### src/rtl/button_step_pkg.sv
// Shared types and timing constants for the button step conditioner.
// Defaults target a 100 MHz clock; the SIM_* set keeps simulations short.
package button_step_pkg;

    typedef enum logic [1:0] {
        ST_IDLE   = 2'd0,
        ST_HELD   = 2'd1,
        ST_REPEAT = 2'd2
    } step_state_e;

    localparam int DEF_DEBOUNCE_CYCLES = 2500000;   // 25 ms
    localparam int DEF_HOLD_CYCLES     = 50000000;  // 0.5 s
    localparam int DEF_REPEAT_CYCLES   = 25000000;  // 0.25 s
    localparam int DEF_CNT_W           = 28;

    localparam int SIM_DEBOUNCE_CYCLES = 4;
    localparam int SIM_HOLD_CYCLES     = 10;
    localparam int SIM_REPEAT_CYCLES   = 5;
    localparam int SIM_CNT_W           = 8;

endpackage

### src/rtl/debounce_sync.sv
// Two-flop synchronizer followed by a stable-sample debouncer for one button.
// rise is a one-cycle flag aligned with the cycle the level first reads 1.
module debounce_sync #(
    parameter int DEBOUNCE_CYCLES = 4,
    parameter int CNT_W           = 8
) (
    input  logic clk,
    input  logic rst,
    input  logic raw,
    output logic level,
    output logic rise
);

    localparam logic [CNT_W-1:0] CNT_LAST = CNT_W'(DEBOUNCE_CYCLES - 1);

    logic             meta_q;
    logic             sync_q;
    logic [CNT_W-1:0] cnt_q;
    logic [CNT_W-1:0] cnt_d;
    logic             level_q;
    logic             level_d;
    logic             rise_q;
    logic             rise_d;

    // Any cycle where sync agrees with level restarts the stability count.
    always_comb begin
        cnt_d   = '0;
        level_d = level_q;
        rise_d  = 1'b0;
        if (sync_q != level_q) begin
            if (cnt_q == CNT_LAST) begin
                level_d = sync_q;
                rise_d  = sync_q;
            end else begin
                cnt_d = cnt_q + 1'b1;
            end
        end
    end

    always_ff @(posedge clk) begin
        if (rst) begin
            meta_q  <= 1'b0;
            sync_q  <= 1'b0;
            cnt_q   <= '0;
            level_q <= 1'b0;
            rise_q  <= 1'b0;
        end else begin
            meta_q  <= raw;
            sync_q  <= meta_q;
            cnt_q   <= cnt_d;
            level_q <= level_d;
            rise_q  <= rise_d;
        end
    end

    assign level = level_q;
    assign rise  = rise_q;

endmodule

### src/rtl/button_step_conditioner.sv
// Converts two bouncy push-buttons into single-cycle inc/dec step pulses with
// hold-to-repeat and mutual lockout while both buttons are held.
module button_step_conditioner
    import button_step_pkg::*;
#(
    parameter int DEBOUNCE_CYCLES = DEF_DEBOUNCE_CYCLES,
    parameter int HOLD_CYCLES     = DEF_HOLD_CYCLES,
    parameter int REPEAT_CYCLES   = DEF_REPEAT_CYCLES,
    parameter int CNT_W           = DEF_CNT_W
) (
    input  logic clk,
    input  logic rst,
    input  logic btn_up_raw,
    input  logic btn_dn_raw,
    output logic inc_pulse,
    output logic dec_pulse,
    output logic up_level,
    output logic dn_level
);

    localparam logic [CNT_W-1:0] HOLD_LAST   = CNT_W'(HOLD_CYCLES - 1);
    localparam logic [CNT_W-1:0] REPEAT_LAST = CNT_W'(REPEAT_CYCLES - 1);

    // Index 0 is the up button, index 1 the down button.
    logic [1:0] raw_w;
    logic [1:0] level_w;
    logic [1:0] rise_w;
    logic [1:0] pulse_w;

    assign raw_w = {btn_dn_raw, btn_up_raw};

    for (genvar i = 0; i < 2; i++) begin : g_step
        step_state_e      state_q;
        logic [CNT_W-1:0] timer_q;
        logic             pulse_q;
        logic             own_level;
        logic             other_level;

        debounce_sync #(
            .DEBOUNCE_CYCLES(DEBOUNCE_CYCLES),
            .CNT_W          (CNT_W)
        ) u_debounce (
            .clk  (clk),
            .rst  (rst),
            .raw  (raw_w[i]),
            .level(level_w[i]),
            .rise (rise_w[i])
        );

        assign own_level   = level_w[i];
        assign other_level = level_w[1-i];

        // The FSM keeps advancing under lockout; only the pulse is masked.
        always_ff @(posedge clk) begin
            if (rst) begin
                state_q <= ST_IDLE;
                timer_q <= '0;
                pulse_q <= 1'b0;
            end else begin
                pulse_q <= 1'b0;
                unique case (state_q)
                    ST_IDLE: begin
                        timer_q <= '0;
                        if (rise_w[i]) begin
                            pulse_q <= ~other_level;
                            state_q <= ST_HELD;
                        end
                    end
                    ST_HELD: begin
                        if (!own_level) begin
                            timer_q <= '0;
                            state_q <= ST_IDLE;
                        end else if (timer_q == HOLD_LAST) begin
                            pulse_q <= ~other_level;
                            timer_q <= '0;
                            state_q <= ST_REPEAT;
                        end else begin
                            timer_q <= timer_q + 1'b1;
                        end
                    end
                    ST_REPEAT: begin
                        if (!own_level) begin
                            timer_q <= '0;
                            state_q <= ST_IDLE;
                        end else if (timer_q == REPEAT_LAST) begin
                            pulse_q <= ~other_level;
                            timer_q <= '0;
                        end else begin
                            timer_q <= timer_q + 1'b1;
                        end
                    end
                    default: begin
                        timer_q <= '0;
                        state_q <= ST_IDLE;
                    end
                endcase
            end
        end

        assign pulse_w[i] = pulse_q;
    end

    assign inc_pulse = pulse_w[0];
    assign dec_pulse = pulse_w[1];
    assign up_level  = level_w[0];
    assign dn_level  = level_w[1];

endmodule

### config.mk
export PLATFORM = sky130hd
export DESIGN_NAME = button_step_conditioner
export DESIGN_NICKNAME = d
export VERILOG_FILES = /design/src/rtl/button_step_pkg.sv /design/src/rtl/debounce_sync.sv /design/src/rtl/button_step_conditioner.sv
export SDC_FILE = /design/constraint.sdc
export NUM_CORES = 1
export LEC_CHECK = 0
export BUFFER_PORTS_ARGS = -buffer_cell sky130_fd_sc_hd__buf_2
export CORE_ASPECT_RATIO = 1.1
export CORE_MARGIN = 8
export CORE_UTILIZATION = 67
export CTS_BUF_LIST = sky130_fd_sc_hd__clkbuf_4 sky130_fd_sc_hd__clkbuf_8 sky130_fd_sc_hd__clkbuf_16
export CTS_CLUSTER_DIAMETER = 150
export DETAILED_ROUTE_END_ITERATION = 12
export PLACE_DENSITY_LB_ADDON = 0.05
export SETUP_SLACK_MARGIN = 0.2
export SLEW_MARGIN = 10
export SYNTH_ARGS = -nofsm -noshare
export SYNTH_HDL_FRONTEND = slang
export SYNTH_SLANG_ARGS = --single-unit
export TNS_END_PERCENT = 30
### constraint.sdc
create_clock -name clk -period 3.4 [get_ports clk]
set_input_delay 0.17 -clock clk [delete_from_list [all_inputs] [get_ports clk]]
set_output_delay 0.17 -clock clk [all_outputs]
set_load 0.1 [all_outputs]
==> results.md <==
* Run status: complete, no violations
* Nets at 698
* Data required, critical path at 3760 ps
* Fraction of layout cells with a size suffix above 1 at 0.0791
* Synthesis Warnings at 0
* VDD IR-drop max at 0.000400 V
* Static leakage at 2.12 nW
* Placed insts at 775
* Die Outline Area at 0.0121 mm²
* Setup CP Type: register to register
* Iteration count of the initial detailed-routing pass at 4
* Final core area utilization at 0.761
* WP data arrival at slightly below 3000 ps
* Total routing usage reported by global routing at 0.198
* Area inside the core boundary at 0.00869 mm²
* Path class of the lowest-slack min-delay path: primary input to register
* First-pass GRT wire length at ~20 mm
* CP top delay family: simple AND/OR/NAND/NOR gates
* CTS tree: yes
* Final estimated routing congestion in global placement at 0.849
* Max-capacitance violation count at 0
* Per-cell via count in the routed design at 5.75
* Number of hold buffers added after cts at 2
* CTS H-tree depth at 4
* Post-Synthesis Cell Area at 0.00590 mm²
* Highest Clock Rate at 0.389 GHz
* RSZ-0062 raised after global routing: false
* Chip width at 105 µm
* Distinct cell type count of the synthesized netlist at between 50 and 60
* Number of global-route vias before repair at 4,479
* Number of cells upsized or downsized after cts at 0
* Most used DFF post-synth: sky130_fd_sc_hd__dfxtp_1
* Per-cell routed wire length at 14.3 µm
* Fin worst setup slack at between 800 and 900 ps
* Power per cell area at a little over 500 mW/mm²
* Total grt overflow at 0
* Transition time at the pin with the least slew margin at 1030 ps
* Number of cells produced by synthesis at between 600 and 700
* Sequential area share after synthesis at 0.428
* Initial standard-cell utilization of the core at 0.678
* Initial antenna violation count at 0
* Count of port buffers added during placement at 7
* Clock root buffer: sky130_fd_sc_hd__clkbuf_8
* Total I/O pin count at 8
* Average footprint of a synthesized cell at 8.79 µm²
* Worst Path Buf+Inv at 0
* Final Slew Violations at 0
* Antenna diode count at 0
* FFs w/ async S/R, synth at 0
* Number of enable-type register cells in the synthesized netlist at 0
* Cell with the biggest individual delay on the critical path: sky130_fd_sc_hd__or3_1
* Source-to-sink clock delay at the later pin of the worst-skew pair at between 500 and 600 ps
* Post-Place Worst Slack at between 800 and 900 ps
* Maximum number of pins on one net before global-route repair at 29
* Vertical die dimension at 114 µm
* Capturing element type of the critical path: register
* CTS sink cnt at 126
* Setup Skew at 9.28 ps
* Stage delay of the slowest cell on the critical path at 810 ps
* Share of the cycle needed by the critical path after routing at 0.756
* Summed negative setup slack over all endpoints at 0 ps
* Growth of design area from synthesis to finish at 12.2%
* Endpoints failing hold at 0
* HPWL after detailed placement at 7.71 mm
* Site Rows at 36
* Worst setup SP type: register
* Syn Nets at 687
* Wirelength, routed at 11.5 mm
* Number of buffers inserted by post-CTS setup repair at 0
* Number of fillers in the final layout at 650
* Commonest non-fill, non-tap cells in the layout: sky130_fd_sc_hd__nor2_1 (133), sky130_fd_sc_hd__dfxtp_1 (126), sky130_fd_sc_hd__xor2_1 (72)
* Flip-flop and latch count after synthesis at 126
* Minimum clock period after layout at 2570 ps
* Worst-path cell chain: ha_1, nand3_1, nor4_1, or3_1, nor2_1
* Count of endpoints failing setup in the final report at 0
* Clock Tree Buf Depth at 2
* Via Count at 4,652
* Worst-path maximum fanout at 28
* Most common cell after layout, fill and taps aside: sky130_fd_sc_hd__nor2_1
* Post-detailed-route DRC marker count at 0
* Clock Pin Slew Worst Setup and Hold Paths at ~60 ps
* Final Instance Count excl. Fillers at roughly 810
* First-iteration detailed-routing DRC count at 204
* Count of antenna-violating nets left after detailed routing at 0
* Worst relative slew slack at 0.304
* TritonCTS Buffers at 17
## kinds of logic (layout without fill, tap and decap cells)
group	count (synthesis)	after routing	synth area share
AOI/OAI and AO/OA	23	23	0.0308
xor gates and xnor gates	102	102	0.151
adders and majority gates	12	12	0.0255
buffers and inverters	39	63	0.0308
DFF	126	126	0.428
muxes	3	3	0.00509
and+or+nand+nor	366	366	0.329
## flip-flops by register name (all words and copies together), names as in the netlist
signal and count:
g_step.timer_q 56, g_step.u_debounce.cnt_q 56, g_step.state_q 4, g_step.u_debounce.level 2, g_step.u_debounce.meta_q 2, g_step.u_debounce.rise 2
g_step.u_debounce.sync_q 2, dec_pulse 1, inc_pulse 1
## cells in the mapped netlist, types with 6 or more instances
master | n | area, µm²
sky130_fd_sc_hd__nand3_1 | 48 | 240
sky130_fd_sc_hd__dfxtp_1 | 126 | 2520
sky130_fd_sc_hd__a21oi_1 | 7 | 35.0
sky130_fd_sc_hd__and3_1 | 10 | 62.6
sky130_fd_sc_hd__inv_1 | 20 | 75.1
sky130_fd_sc_hd__and4_1 | 6 | 52.6
sky130_fd_sc_hd__nor4b_1 | 10 | 87.6
sky130_fd_sc_hd__nand4_1 | 43 | 269
sky130_fd_sc_hd__xnor2_1 | 30 | 263
sky130_fd_sc_hd__clkbuf_1 | 9 | 33.8
sky130_fd_sc_hd__nor3_1 | 14 | 70.1
sky130_fd_sc_hd__or3_1 | 9 | 56.3
sky130_fd_sc_hd__nor2b_1 | 10 | 62.6
sky130_fd_sc_hd__xor2_1 | 72 | 631
sky130_fd_sc_hd__nor2_1 | 133 | 499
sky130_fd_sc_hd__nor4_1 | 13 | 81.3
sky130_fd_sc_hd__nand2_1 | 38 | 143
sky130_fd_sc_hd__ha_1 | 12 | 150
## final cells by class
| class | instances | area [µm²] | share of cell area |
|---|---|---|---|
| Timing Repair Buffer | 11 | 70.1 | 0.0106 |
| Inverter | 20 | 75.1 | 0.0113 |
| Multi-Input combinational cell | 506 | 3190 | 0.483 |
| Sequential cell | 126 | 2520 | 0.381 |
| Clock buffer | 22 | 477 | 0.0720 |
| Tap cell | 114 | 143 | 0.0216 |
| Clock inverter | 10 | 135 | 0.0204 |
## stage by stage
step           hold WS, ps  instance area, µm²  power [mW]
2_1_floorplan          298                5900        1.55
3_5_place_dp           402                5980        1.56
5_1_grt               48.4                6620        3.47
6_report              40.3                6620        3.37
4_1_cts               13.5                6620        3.39
3_3_place_gp           384                5980        1.56
## routing by layer
layer | share of wire | GRT usage | vias to the layer above | wire [µm]
met5 | 0 | 0 | - | 0
met4 | 0.023 | 0.0905 | 0 | 271
met3 | 0.028 | 0.0518 | 21 | 326
met2 | 0.49 | 0.333 | 69 | 5630
met1 | 0.46 | 0.231 | 2216 | 5310
li1 | - | - | 2346 | -
## path summary, 6_finish.rpt
kind | cells past startpoint | to | startpoint | slack, ps
setup / recovery | 5 | g_step[0].u_debounce.cnt_q[22] | g_step[0].u_debounce.cnt_q[0] | 830
hold reg to reg | 1 | g_step[1].u_debounce.sync_q | g_step[1].u_debounce.meta_q | 440
setup reg to reg | 5 | g_step[0].u_debounce.cnt_q[22] | g_step[0].u_debounce.cnt_q[0] | 830
hold / removal | 2 | g_step[0].u_debounce.level | rst | 40
## power by group
part / switching (mW) / internal (mW) / total (mW) / leakage (nW)
Combinational: 0.0277 / 0.0186 / 0.0464 / 0.802
Sequential: 0.00525 / 1.48 / 1.49 / 1.02
Clock: 0.640 / 1.20 / 1.84 / 0.304
Total: 0.673 / 2.70 / 3.37 / 2.12
(Power assumes the default switching activity.)
